File: src/rtl/home_pkg.sv
// Shared constants and types for the home monitor sensor front end.
// Channel indices fix the bit order of the chg strobe vector.
package home_pkg;

    localparam int TEMP_W = 7;

    typedef logic [TEMP_W-1:0] temp_t;

    localparam temp_t ST_RESET = 7'd60;
    localparam temp_t T_LOW    = 7'd50;
    localparam temp_t T_HIGH   = 7'd70;

    localparam int CH_SFD = 3;
    localparam int CH_SRD = 2;
    localparam int CH_SFA = 1;
    localparam int CH_SW  = 0;

endpackage

File: src/rtl/debounce_ch.sv
// One binary sensor channel: 2-flop synchroniser, stability counter
// and a single-cycle strobe whenever the clean output toggles.
module debounce_ch #(
    parameter int DEB_CYCLES = 16
) (
    input  logic Clk,
    input  logic Rst,
    input  logic raw,
    output logic q,
    output logic chg
);

    logic       s1;
    logic       s2;
    logic [7:0] cnt;

    always_ff @(posedge Clk) begin
        if (Rst) begin
            s1  <= 1'b0;
            s2  <= 1'b0;
            q   <= 1'b0;
            chg <= 1'b0;
            cnt <= 8'd0;
        end else begin
            s1  <= raw;
            s2  <= s1;
            chg <= 1'b0;
            if (s2 != q) begin
                if (cnt == 8'(DEB_CYCLES - 1)) begin
                    q   <= ~q;
                    chg <= 1'b1;
                    cnt <= 8'd0;
                end else begin
                    cnt <= cnt + 8'd1;
                end
            end else begin
                cnt <= 8'd0;
            end
        end
    end

endmodule

File: src/rtl/sensor_conditioner.sv
// Sensor front end: debounced door/window/fire inputs and a 4-sample
// temperature average. ST_SPIKE_REJECT_EN adds spike rejection + st_fault.
module sensor_conditioner
    import home_pkg::*;
#(
    parameter int DEB_CYCLES = 16,
    parameter int SAMPLE_DIV = 8
`ifdef ST_SPIKE_REJECT_EN
    ,
    parameter int SPIKE_LIM  = 16
`endif
) (
    input  logic              Clk,
    input  logic              Rst,
    input  logic              raw_sfd,
    input  logic              raw_srd,
    input  logic              raw_sw,
    input  logic              raw_sfa,
    input  logic [TEMP_W-1:0] raw_st,
    output logic              SFD,
    output logic              SRD,
    output logic              SW,
    output logic              SFA,
    output logic [TEMP_W-1:0] ST,
    output logic              st_valid,
`ifdef ST_SPIKE_REJECT_EN
    output logic              st_fault,
`endif
    output logic [3:0]        chg
);

    logic [3:0] raw_v;
    logic [3:0] deb_v;
    logic [3:0] chg_v;

    assign raw_v[CH_SFD] = raw_sfd;
    assign raw_v[CH_SRD] = raw_srd;
    assign raw_v[CH_SFA] = raw_sfa;
    assign raw_v[CH_SW]  = raw_sw;

    debounce_ch #(.DEB_CYCLES(DEB_CYCLES)) u_sfd (
        .Clk (Clk),
        .Rst (Rst),
        .raw (raw_v[CH_SFD]),
        .q   (deb_v[CH_SFD]),
        .chg (chg_v[CH_SFD])
    );

    debounce_ch #(.DEB_CYCLES(DEB_CYCLES)) u_srd (
        .Clk (Clk),
        .Rst (Rst),
        .raw (raw_v[CH_SRD]),
        .q   (deb_v[CH_SRD]),
        .chg (chg_v[CH_SRD])
    );

    debounce_ch #(.DEB_CYCLES(DEB_CYCLES)) u_sfa (
        .Clk (Clk),
        .Rst (Rst),
        .raw (raw_v[CH_SFA]),
        .q   (deb_v[CH_SFA]),
        .chg (chg_v[CH_SFA])
    );

    debounce_ch #(.DEB_CYCLES(DEB_CYCLES)) u_sw (
        .Clk (Clk),
        .Rst (Rst),
        .raw (raw_v[CH_SW]),
        .q   (deb_v[CH_SW]),
        .chg (chg_v[CH_SW])
    );

    assign SFD = deb_v[CH_SFD];
    assign SRD = deb_v[CH_SRD];
    assign SFA = deb_v[CH_SFA];
    assign SW  = deb_v[CH_SW];
    assign chg = chg_v;

    temp_t                  st_r;
    logic [7:0]             pcnt;
    logic                   tick_q;
    logic                   acc_q;
    logic [3:0][TEMP_W-1:0] sbuf;
    logic [2:0]             scnt;
    logic [8:0]             sum;
    logic                   accept;

    always_comb begin
        sum = 9'(sbuf[0]) + 9'(sbuf[1]) + 9'(sbuf[2]) + 9'(sbuf[3]);
    end

`ifdef ST_SPIKE_REJECT_EN
    temp_t      diff;
    logic       spike;
    logic [1:0] rej_cnt;

    // A run of 3 rejections lets the 4th through, so real steps are tracked
    always_comb begin
        diff   = (st_r >= ST) ? (st_r - ST) : (ST - st_r);
        spike  = st_valid && (int'(diff) > SPIKE_LIM);
        accept = !spike || (rej_cnt == 2'd3);
    end

    always_ff @(posedge Clk) begin
        if (Rst) begin
            rej_cnt  <= 2'd0;
            st_fault <= 1'b0;
        end else begin
            st_fault <= 1'b0;
            if (tick_q) begin
                if (accept) begin
                    rej_cnt <= 2'd0;
                end else begin
                    rej_cnt  <= rej_cnt + 2'd1;
                    st_fault <= 1'b1;
                end
            end
        end
    end
`else
    assign accept = 1'b1;
`endif

    always_ff @(posedge Clk) begin
        if (Rst) begin
            st_r     <= '0;
            pcnt     <= 8'd0;
            tick_q   <= 1'b0;
            acc_q    <= 1'b0;
            sbuf     <= '0;
            scnt     <= 3'd0;
            ST       <= ST_RESET;
            st_valid <= 1'b0;
        end else begin
            st_r   <= raw_st;
            tick_q <= (pcnt == 8'(SAMPLE_DIV - 1));
            acc_q  <= 1'b0;
            if (pcnt == 8'(SAMPLE_DIV - 1)) begin
                pcnt <= 8'd0;
            end else begin
                pcnt <= pcnt + 8'd1;
            end
            if (tick_q && accept) begin
                sbuf  <= {sbuf[2:0], st_r};
                acc_q <= 1'b1;
                if (scnt != 3'd4) begin
                    scnt <= scnt + 3'd1;
                end
            end
            // Publish only once the buffer holds 4 real samples
            if (acc_q && (scnt == 3'd4)) begin
                ST       <= sum[8:2];
                st_valid <= 1'b1;
            end
        end
    end

endmodule

File: config.mk
export PLATFORM = sky130hd
export DESIGN_NAME = sensor_conditioner
export DESIGN_NICKNAME = d
export VERILOG_FILES = /design/src/rtl/home_pkg.sv /design/src/rtl/debounce_ch.sv /design/src/rtl/sensor_conditioner.sv
export SDC_FILE = /design/constraint.sdc
export NUM_CORES = 1
export LEC_CHECK = 0
export BUFFER_PORTS_ARGS = -buffer_cell sky130_fd_sc_hd__buf_2
export CAP_MARGIN = 5
export CORE_AREA = 10 10 98 100
export CTS_CLUSTER_DIAMETER = 120
export CTS_CLUSTER_SIZE = 8
export DETAILED_ROUTE_END_ITERATION = 6
export DIE_AREA = 0 0 108 110
export GPL_TIMING_DRIVEN = 0
export PLACE_DENSITY = 0.8
export REMOVE_ABC_BUFFERS = 1
export SYNTH_ARGS = -nofsm -noshare
export SYNTH_HDL_FRONTEND = slang
export SYNTH_SLANG_ARGS = --single-unit
File: constraint.sdc
create_clock -name Clk -period 5.2 [get_ports Clk]
set_clock_uncertainty 0.15 [all_clocks]
set_input_delay 1.04 -clock Clk [delete_from_list [all_inputs] [get_ports Clk]]
set_output_delay 1.04 -clock Clk [all_outputs]
set_load 0.005 [all_outputs]
# After elaboration in Yosys (flattened, before gate mapping)
# Index checks and enable logic that the tools add are counted.
# W data, S select, Z words.
[word_totals] ff_bits=104 elab_cells=79
[op_classes] add_sub_neg=9 eq_ne=11 mux=5 bitwise_logic=8 n_reduce_logical=15
[ops] cell="$add A8 B1 Y8 const B" n=5
[ops] cell="$eq A8 B4 Y1 const B" n=4
[ops] cell="$reduce_or A3 Y1" n=4
[ops] cell="$reduce_and A2 Y1" n=5
[ops] cell="$reduce_or A2 Y1" n=5
[ops] cell="$add A8 B7 Y9" n=1
[ops] cell="$add A9 B7 Y9" n=1
[ops] cell="$add A7 B7 Y8" n=1
[ops] cell="$eq A8 B3 Y1 const B" n=1
[ops] cell="$not A1 Y1" n=8
[ops] cell="$mux W1" n=5
[ops] cell="$ne A1 B1 Y1" n=4
[ops] cell="$add A3 B1 Y3 const B" n=1
[ops] cell="$eq A3 B3 Y1 const B" n=1
[ops] cell="$ne A3 B3 Y1 const B" n=1
[ops] cell="$logic_and A1 B1 Y1" n=1

# Longest topological paths before layout
# Gate-level depths: netlist (run 1).
[depth] ltp_word=3 depth_mapped=10 ltp_nobuf=10

# By module
# From an unflattened synthesis (run 1), not the netlist that was laid out.
[unflattened] cells_unflattened=495 hier_area_um2=4583.1
[modules_own_cells] mod="sensor_conditioner" instances=1 cells_each=283 area_per_inst_um2=2676.3
[modules_own_cells] mod="debounce_ch" instances=4 cells_each=53 area_per_inst_um2=476.7

# Least setup slack after synthesis (run 1)
# OpenSTA, ideal clock, no wires.
[synth_timing] kind="register to register" start="register sbuf[2] (netlist name)" end="register ST[6]" setup_time_ns=0.088 t_arrival_ns=2.626 required_ns=4.962 setup_slack_ns=2.336 stages_incl_launch_ff=10 n_path_buf=0 path_cell_list="dfxtp_1 inv_1 fa_1 fa_1 inv_1 ha_1 and4b_1 o22ai_1 or3_1 a311oi_2"
[synth_via] elab_chain_cells=3
[synth_lines] item="start: declaration" line_no="sensor_conditioner.sv:83" source="logic [3:0][TEMP_W-1:0] sbuf;"
[synth_lines] item="start signal: assignment" line_no="sensor_conditioner.sv:144" source="sbuf <= {sbuf[2:0], st_r};"
[synth_lines] item="$add A7 B7 Y8" line_no="sensor_conditioner.sv:89" source="sum = 9'(sbuf[0]) + 9'(sbuf[1]) + 9'(sbuf[2]) + 9'(sbuf[3]);"
[synth_lines] item="$add A8 B7 Y9" line_no="sensor_conditioner.sv:89"
[synth_lines] item="$add A9 B7 Y9" line_no="sensor_conditioner.sv:89"
[synth_lines] item="end signal: assignment" line_no="sensor_conditioner.sv:152" source="ST <= sum[8:2];"
[synth_lines] item="end: declaration" line_no="sensor_conditioner.sv:24" source="output logic [TEMP_W-1:0] ST,"
# Every way passes these cells.
# A chain may end at the register's enable or synchronous reset.

# Worst setup path after layout (run 1)
[layout_timing] start="register sbuf[9] (netlist name)" end="register ST[6]"
# The elaborated chain is that of the path after synthesis.

==> flow_metrics.tcl, run 1 <==
set metrics [dict create \
    setup.worst_path.class "flop to flop" \
    syn2layout_area_growth_pct 8.62 \
    max_cap_viol_count 0 \
    rr_startpoint "sbuf[9]" \
    vias_per_cell 4.98 \
    grt.total_usage 0.125 \
    hold_class "flop to flop" \
    ys_types 40 \
    io_buffer_count 28 \
    htree_levels 3 \
    start_kind "flop" \
    num_vias 2966 \
    die_h_um 110 \
    grt_max_degree 71 \
    cts.reportedPaths.clkPinSlew_ps 100 \
    hp-start "u_sfa.s1" \
    yosysSeqAreaShare 0.466 \
    ys_ff_latch 104 \
    cts_sinks 104 \
    critPathRequiredTime_ps 5330 \
    cts_resized 0 \
    endpoint_kind "flop" \
    synth.cell_area_mm2 0.00447 \
    startpoint "sbuf[9]" \
    io_pins 29 \
    drive_gt1_frac 0.111 \
    leakage_nw 1.87 \
    period_needed_ps 3050 \
    cts_tree "yes" \
    core_mm2 0.00765 \
    final_common_cell "dfxtp_1" \
    fp.dieArea_mm2 0.0119 \
    vdd_drop_max_v 0.000131 \
    maxSlewHeadroom 0.193 \
    syn_area_per_cell_um2 9.60 \
    post_cts_buffers 0 \
    yosys_warnings 0 \
    cts_buffers 9 \
    wl_per_cell_um 11.5 \
    antenna_found_initial 0 \
    fp.dieW_um 108 \
    cts-root-buf "clkbuf_8" \
    gp_congestion 0.773 \
    hpwl_um 4980 \
    rsz0062_at_grt "false" \
    power.density_mw_per_mm2 274 \
    synth_cells 466 \
    fmax_mhz 328 \
    detail-route-antenna-nets 0 \
    diodes 0 \
    fill_cells 643 \
    clk_latency_ps 370 \
    setup_tns_ps 0 \
    grt-ovfl-total 0 \
    clock_path_buffers 2 \
    nets 529 \
    finalHoldViolations 0 \
    grt_pass1_wl_um 12200 \
    worst_hold_slack_ps 295 \
    drcViolationCount 0 \
    grt_pass1_vias 2962 \
    post-route-period-util 0.586 \
    dr.pass1.iters 4 \
    setup_viol 0 \
    initial_core_util 0.585 \
    drt_iter0_markers 82 \
    tightest_slew_ps 1210 \
    drv_slew 0 \
    cp_max_fo 3 \
    hold_buffers 0 \
    rows 32 \
    outcome "complete, no violations" \
    final_cell_mix "103 x dfxtp_1, 79 x nor2_1, 47 x inv_1" \
    wirelength_um 6850 \
    arrival_ps 3180 \
]
## critical path: stages, from the launching register on
cell and delay, ps:
dfxtp_1 380, inv_1 70, fa_1 490, fa_1 570
inv_1 60, ha_1 270, and4b_1 250, o22ai_1 130
or3_1 380, a311oi_2 230
## report_power, final
group / switching [mW] / total (mW) / internal [mW] / leakage [nW]
Clock: 0.271 / 0.494 / 0.223 / 0.103
Combinational: 0.0166 / 0.0282 / 0.0116 / 0.920
Sequential: 0.00487 / 0.810 / 0.805 / 0.843
Total: 0.292 / 1.33 / 1.04 / 1.87
## synth_stat cells, drive strengths merged
master | instances | area share
nor2 | 85 | 0.075
or2 | 1 | 0.0014
or4 | 1 | 0.0025
clkbuf | 9 | 0.0076
nor2b | 19 | 0.027
fa | 14 | 0.063
buf | 7 | 0.010
a21boi | 1 | 0.0017
xnor2 | 18 | 0.035
o21ai | 1 | 0.0011
a211o | 1 | 0.0020
dfxtp | 104 | 0.47
and4b | 2 | 0.0045
a211oi | 2 | 0.0034
o2111a | 1 | 0.0025
nand3 | 18 | 0.020
nand4 | 3 | 0.0042
o21a | 2 | 0.0034
o31a | 1 | 0.0020
mux2i | 31 | 0.069
o221ai | 1 | 0.0034
nor4 | 6 | 0.0084
o31ai | 2 | 0.0034
a21oi | 10 | 0.011
xor2 | 18 | 0.035
and2 | 1 | 0.0014
inv | 47 | 0.039
and3 | 9 | 0.013
o22ai | 1 | 0.0014
nor3 | 6 | 0.0067
ha | 13 | 0.036
nand2b | 10 | 0.016
or3 | 4 | 0.0056
a311oi | 1 | 0.0034
nand3b | 1 | 0.0017
and4 | 1 | 0.0020
nand2 | 14 | 0.012
## per-layer routing
| layer | wire, µm | track usage | part of all wire |
|---|---|---|---|
| met5 | 0 | 0 | 0 |
| met4 | 100 | 0.0487 | 0.015 |
| met3 | 286 | 0.0412 | 0.042 |
| met2 | 3310 | 0.219 | 0.48 |
| met1 | 3150 | 0.138 | 0.46 |
## cell type report
class	instances	area, µm²	area share
clock buffers	9	124	0.0255
clock inverters	7	71.3	0.0147
well taps	102	128	0.0263
multi-input cells	299	2130	0.439
repair buffers	28	140	0.0289
flip-flops and latches	104	2080	0.429
inverters	47	176	0.0363
## cells by family after synthesis
group	share of synthesized area
flops	0.466
fa+ha+maj	0.0990
compound gates	0.0386
mux	0.0694
buf+inv	0.0571
xor+xnor	0.0705
simple gates	0.200
## final timing paths
path,slack [ps],cells past startpoint,endpoint
setup / recovery,2150,9,ST[6]
hold reg to reg,290,1,u_sfa.s2
setup reg to reg,2150,9,ST[6]
hold / removal,290,1,u_sfa.s2
## state kept, by name, summed over array words and instances, names as in the netlist, 3 cells and up
signal     count
ST             7
pcnt           8
sbuf          28
scnt           3
st_r           7
u_sfa.cnt      8
u_sfd.cnt      8
u_srd.cnt      8
u_sw.cnt       8
## metrics by stage
stage	setup WS, ps	cells	area [µm²]	utilization	total power [mW]
finish	2150	596	4860	0.635	1.33
global route	2010	596	4860	0.635	1.38
CTS	2140	596	4860	0.635	1.35
detailed placement	2160	580	4660	0.610	0.857
global placement	2180	580	4660	0.609	0.856
floorplan	2340	450	4390	-	0.842
Note: power is estimated with default switching activity, not from simulation.
==> inputs of run 2 (changes only) <==
CORE_AREA = 10 10 103 105   (was 10 10 98 100)
DIE_AREA = 0 0 113 115   (was 0 0 108 110)
PLACE_DENSITY = 0.76   (was 0.8)
clock period = 2.5 ns   (was 5.2 ns; I/O delays follow)
==> run 2 against run 1 <==
- the run now ends with setup timing left
- total power increased by 110%
- non-clock buffer count is 10 higher
- first-iteration DRC count is 24% higher
- worst hold slack got worse by 110 ps
- clock power is 110% higher
- largest cell class unchanged
- largest power group unchanged
- highest routed layer unchanged
==> flow_metrics.tcl, run 2 (same netlist as run 1, synthesis figures left out) <==
set metrics [dict create \
    setup_tns_ps -1790 \
    hold_buffers 0 \
    p_seq_frac 0.604 \
    setup_viol 7 \
    initial_core_util 0.523 \
    leakage_nw 1.93 \
    fp.dieW_um 113 \
    outcome "finished with violations" \
    design_area_mm2 0.00503 \
    antenna_found_initial 0 \
    fin_cells 612 \
    htree_levels 3 \
    diodes 0 \
    start_kind "flop" \
    max_cap_viol_count 0 \
    rr_worst_depth 10 \
    intPower_mw 2.17 \
    min_path_cells 2 \
    grt-ovfl-total 0 \
    nets 539 \
    cts_buffers 9 \
    largest_reg_flops 28 \
    switching_power_mw 0.620 \
    grt_max_degree 71 \
    post-route-period-util 1.14 \
    setup_ws_ps -356 \
    gp_congestion 0.793 \
    final_cell_mix "92 x dfxtp_1, 79 x nor2_1, 41 x inv_1" \
    power.density_mw_per_mm2 554 \
    grt_pass1_vias 2972 \
    drcViolationCount 0 \
    regMostFlops "sbuf" \
    rows 34 \
    grt.total_usage 0.117 \
    crit_family "adder cells" \
    io_buffer_count 28 \
    fmax_mhz 350 \
    comb_power_share 0.021 \
    tightest_slew_ps 1250 \
    crit_top_cell "fa_2" \
    setup.worst_path.class "flop to flop" \
    post-route-util 0.589 \
    wirelength_um 7100 \
    crit_buf_inv 2 \
    violations "setup timing" \
    cts_tree "yes" \
    clock_path_buffers 2 \
    wl_per_cell_um 11.6 \
    p_total_mw 2.79 \
    drt_iter0_markers 102 \
    vdd_drop_max_v 0.000310 \
    cts_sinks 104 \
    core_mm2 0.00855 \
    swShare 0.222 \
    num_vias 2987 \
    io_pins 29 \
    maxSlewHeadroom 0.168 \
    cp_max_fo 2 \
    drive_gt1_frac 0.187 \
    vias_per_cell 4.88 \
    clk_latency_ps 370 \
    final_common_cell "dfxtp_1" \
    cts-root-buf "clkbuf_8" \
    dr.pass1.iters 4 \
    fp.dieArea_mm2 0.0130 \
    placed_cell_area_mm2 0.00467 \
    detail-route-antenna-nets 0 \
    arrival_ps 2990 \
    period_needed_ps 2860 \
    hold_class "primary input to flop" \
    grt_pass1_wl_um 12800 \
    crit_cells 10 \
    cp_slowest_cell "fa_2" \
    syn2layout_area_growth_pct 12.5 \
    endpoint_kind "flop" \
    critPathRequiredTime_ps 2630 \
    path_cells "inv_2 -> fa_2 -> inv_2 -> fa_2 -> nand3b_1 -> fa_2 -> nor2b_4 -> o2111a_1 -> nor4_1 -> o31ai_1" \
    drv_slew 0 \
    die_h_um 115 \
    cts.reportedPaths.clkPinSlew_ps 100 \
    crit_path_max_incr_delay_ps 560 \
    dp_cells 586 \
    finalHoldViolations 0 \
    pwr-share-clk 0.375 \
    rsz0062_at_grt "true" \
    hpwl_um 4840 \
]
## run 2: changes by cell type in the layout (fill, tap and decap cells not counted), sizes merged
cell / delta
inv: +1
buf: +10
clkinvlp: +3
clkinv: -4
## run 2: routing by layer
metal | part of all wire | track usage
met1 | 0.44 | 0.127
met2 | 0.51 | 0.209
met4 | 0.015 | 0.0457
met3 | 0.032 | 0.0339
met5 | 0 | 0
## run 2: area by class of cell
cell class / count / area, µm²
clock buffer: 9 / 124
sequential: 104 / 2100
clock inverter: 7 / 78.8
inverter: 47 / 176
timing repair buffer: 38 / 215
fill: 746 / 3520
multi-input combinational: 299 / 2210
tap: 108 / 135
## run 2: path summary, 6_finish.rpt
check	from	end	slack (ps)
worst max register to register	sbuf[1]	ST[5]	-360
worst min register to register	u_srd.s1	u_srd.s2	280
worst min-delay path	raw_st[4]	st_r[4]	190
worst max-delay path	sbuf[1]	ST[5]	-360
## run 2: per-stage QoR
step / hold slack [ps] / setup WS, ps
5_1_grt: 184 / -510
2_1_floorplan: 263 / -364
3_3_place_gp: 266 / -496
3_5_place_dp: 274 / -514
6_report: 186 / -356
4_1_cts: 170 / -355
## run 2: worst register-to-register path, stage by stage (launching register included)
cell,delay [ps]
dfxtp_2,350
inv_2,40
fa_2,560
inv_2,40
fa_2,540
nand3b_1,100
fa_2,390
nor2b_4,140
o2111a_1,210
nor4_1,50
o31ai_1,200
## run 2: power by group through the flow
| stage | Clock, mW | Combinational [mW] | Sequential, mW |
|---|---|---|---|
| finish | 1.05 | 0.0585 | 1.68 |
| global route | 1.15 | 0.0678 | 1.69 |
| CTS | 1.09 | 0.0600 | 1.68 |
| detailed placement | 0 | 0.0594 | 1.72 |
| global placement | 0 | 0.0580 | 1.72 |
| floorplan | 0 | 0.0299 | 1.72 |
## run 2: timing repair
item / 4_1_cts / 5_1_grt
pin swaps: 11 / 7
endpoints found under the setup margin: 7 / 7
buffers inserted: 7 / 3
gates resized for setup: 27 / 4
==> inputs of run 3 (changes only) <==
CORE_AREA = 10 10 80 134   (was 10 10 103 105)
DIE_AREA = 0 0 90 144   (was 0 0 113 115)
PLACE_DENSITY = 0.77   (was 0.76)
==> run 3 against run 2 <==
- the run still ends with setup timing left
- clock-buffer cell count up 1
- routed wire length up 6.4%
- largest cell class unchanged
- die area down 0.27%
- critical path depth down 1
- maximum frequency down 1.7%
- clock power up 31%
- first-iteration DRC count up 35%
==> flow_metrics.tcl, run 3 (same netlist as run 1, synthesis figures left out) <==
set metrics [dict create \
    outcome "finished with violations" \
    violations "setup timing" \
    final_cell_mix "94 x dfxtp_1, 79 x nor2_1, 43 x inv_1" \
    diodes 0 \
    fp.dieW_um 90 \
    min_path_cells 2 \
    cts-root-buf "clkbuf_16" \
    cp_max_fo 2 \
    finalHoldViolations 0 \
    clk_latency_ps 350 \
    hp-start "raw_st[2]" \
    hpwl_um 5240 \
    crit_buf_inv 2 \
    rr_startpoint "sbuf[16]" \
    setup.worst_path.class "flop to flop" \
    io_buffer_count 28 \
    gp_congestion 0.798 \
    fp.dieArea_mm2 0.0130 \
    rsz0062_at_grt "true" \
    cts_buffers 9 \
    period_needed_ps 2910 \
    dr.pass1.iters 6 \
    wirelength_um 7560 \
    drv_slew 0 \
    start_kind "flop" \
    largest_reg_flops 28 \
    num_vias 3052 \
    hold_buffers 0 \
    rows 45 \
    critPathRequiredTime_ps 2600 \
    setup_ws_ps -407 \
    die_h_um 144 \
    hold_class "primary input to flop" \
    initial_core_util 0.526 \
    io_pins 29 \
    antenna_found_initial 0 \
    fmax_mhz 344 \
    drt_iter0_markers 138 \
    cp_slowest_cell "fa_1" \
    cts_sinks 104 \
    path_cells "inv_2 -> fa_1 -> fa_1 -> inv_1 -> ha_1 -> and4b_2 -> o22ai_2 -> or3_1 -> a311oi_2" \
    endpoint_kind "flop" \
    drcViolationCount 0 \
    max_cap_viol_count 0 \
    cts.reportedPaths.clkPinSlew_ps 70 \
    p_total_mw 3.13 \
    design_area_mm2 0.00510 \
    power.density_mw_per_mm2 614 \
    final_common_cell "dfxtp_1" \
    placed_cell_area_mm2 0.00468 \
    min_to "st_r[2]" \
    grt.total_usage 0.124 \
    nets 533 \
    post-route-period-util 1.16 \
    fill_cells 693 \
    htree_levels 3 \
    grt_pass1_wl_um 13300 \
    r2r_slack_ps -410 \
    leakage_nw 1.95 \
    crit_cells 9 \
    crit_family "adder cells" \
    setup_viol 6 \
    ff_latch_area_mm2 0.00209 \
    crit_top_cell "fa_1" \
    multi_input_area_mm2 0.00220 \
    regMostFlops "sbuf" \
    clock_path_buffers 2 \
    tightest_slew_ps 901 \
    grt-ovfl-total 0 \
    arrival_ps 3010 \
    core_mm2 0.00850 \
    vdd_drop_max_v 0.000468 \
    vias_per_cell 4.96 \
    grt_pass1_vias 3200 \
    crit_path_max_incr_delay_ps 580 \
    maxSlewHeadroom 0.400 \
    grt_max_degree 71 \
    cts_tree "yes" \
    syn2layout_area_growth_pct 14.0 \
    rr_worst_depth 9 \
    r2r_end "ST[6]" \
    drive_gt1_frac 0.171 \
    wl_per_cell_um 12.3 \
    detail-route-antenna-nets 0 \
]
-- run 3: cell type report --
cell class / instances / area share
Multi-Input combinational cell: 299 / 0.432
Sequential cell: 104 / 0.411
Clock buffer: 10 / 0.0449
Timing Repair Buffer: 32 / 0.0358
Inverter: 47 / 0.0346
Tap cell: 117 / 0.0287
Clock inverter: 6 / 0.0128
-- run 3: worst max-delay path by stage --
| stage | to | from |
|---|---|---|
| 5_1_grt | ST[4] | sbuf[16] |
| 4_1_cts | ST[6] | sbuf[16] |
| 6_report | ST[6] | sbuf[16] |
| 3_3_place_gp | ST[6] | sbuf[2] |
| 2_1_floorplan | ST[6] | sbuf[2] |
| 3_5_place_dp | ST[6] | sbuf[2] |
-- run 3: repair_timing --
item	in CTS	in global routing
hold endpoints to repair	0	0
gates resized for setup	13	14
pin swaps	10	4
buffers inserted	3	0
setup endpoints to repair	7	7
-- run 3: per-layer routing --
metal | routed length, µm | vias up | global-route usage
li1 | - | 1560 | -
met1 | 3090 | 1439 | 0.119
met2 | 3930 | 39 | 0.227
met3 | 348 | 14 | 0.0405
met4 | 191 | 0 | 0.0724
met5 | 0 | - | 0
-- run 3: where the power goes --
group | internal (mW) | switching [mW] | total [mW]
logic | 0.0273 | 0.0363 | 0.0636
registers | 1.67 | 0.0105 | 1.68
clock network | 0.780 | 0.602 | 1.38
-- run 3: through the flow --
step | cells | utilization | hold WS, ps | setup WS (ps) | TNS, ps
floorplan | 450 | - | 263 | -364 | -1200
finish | 615 | 0.599 | 212 | -407 | -1730
CTS | 614 | 0.592 | 200 | -429 | -2020
global route | 615 | 0.599 | 216 | -509 | -2460
detailed placement | 595 | 0.551 | 275 | -566 | -2300
global placement | 595 | 0.550 | 266 | -490 | -1980
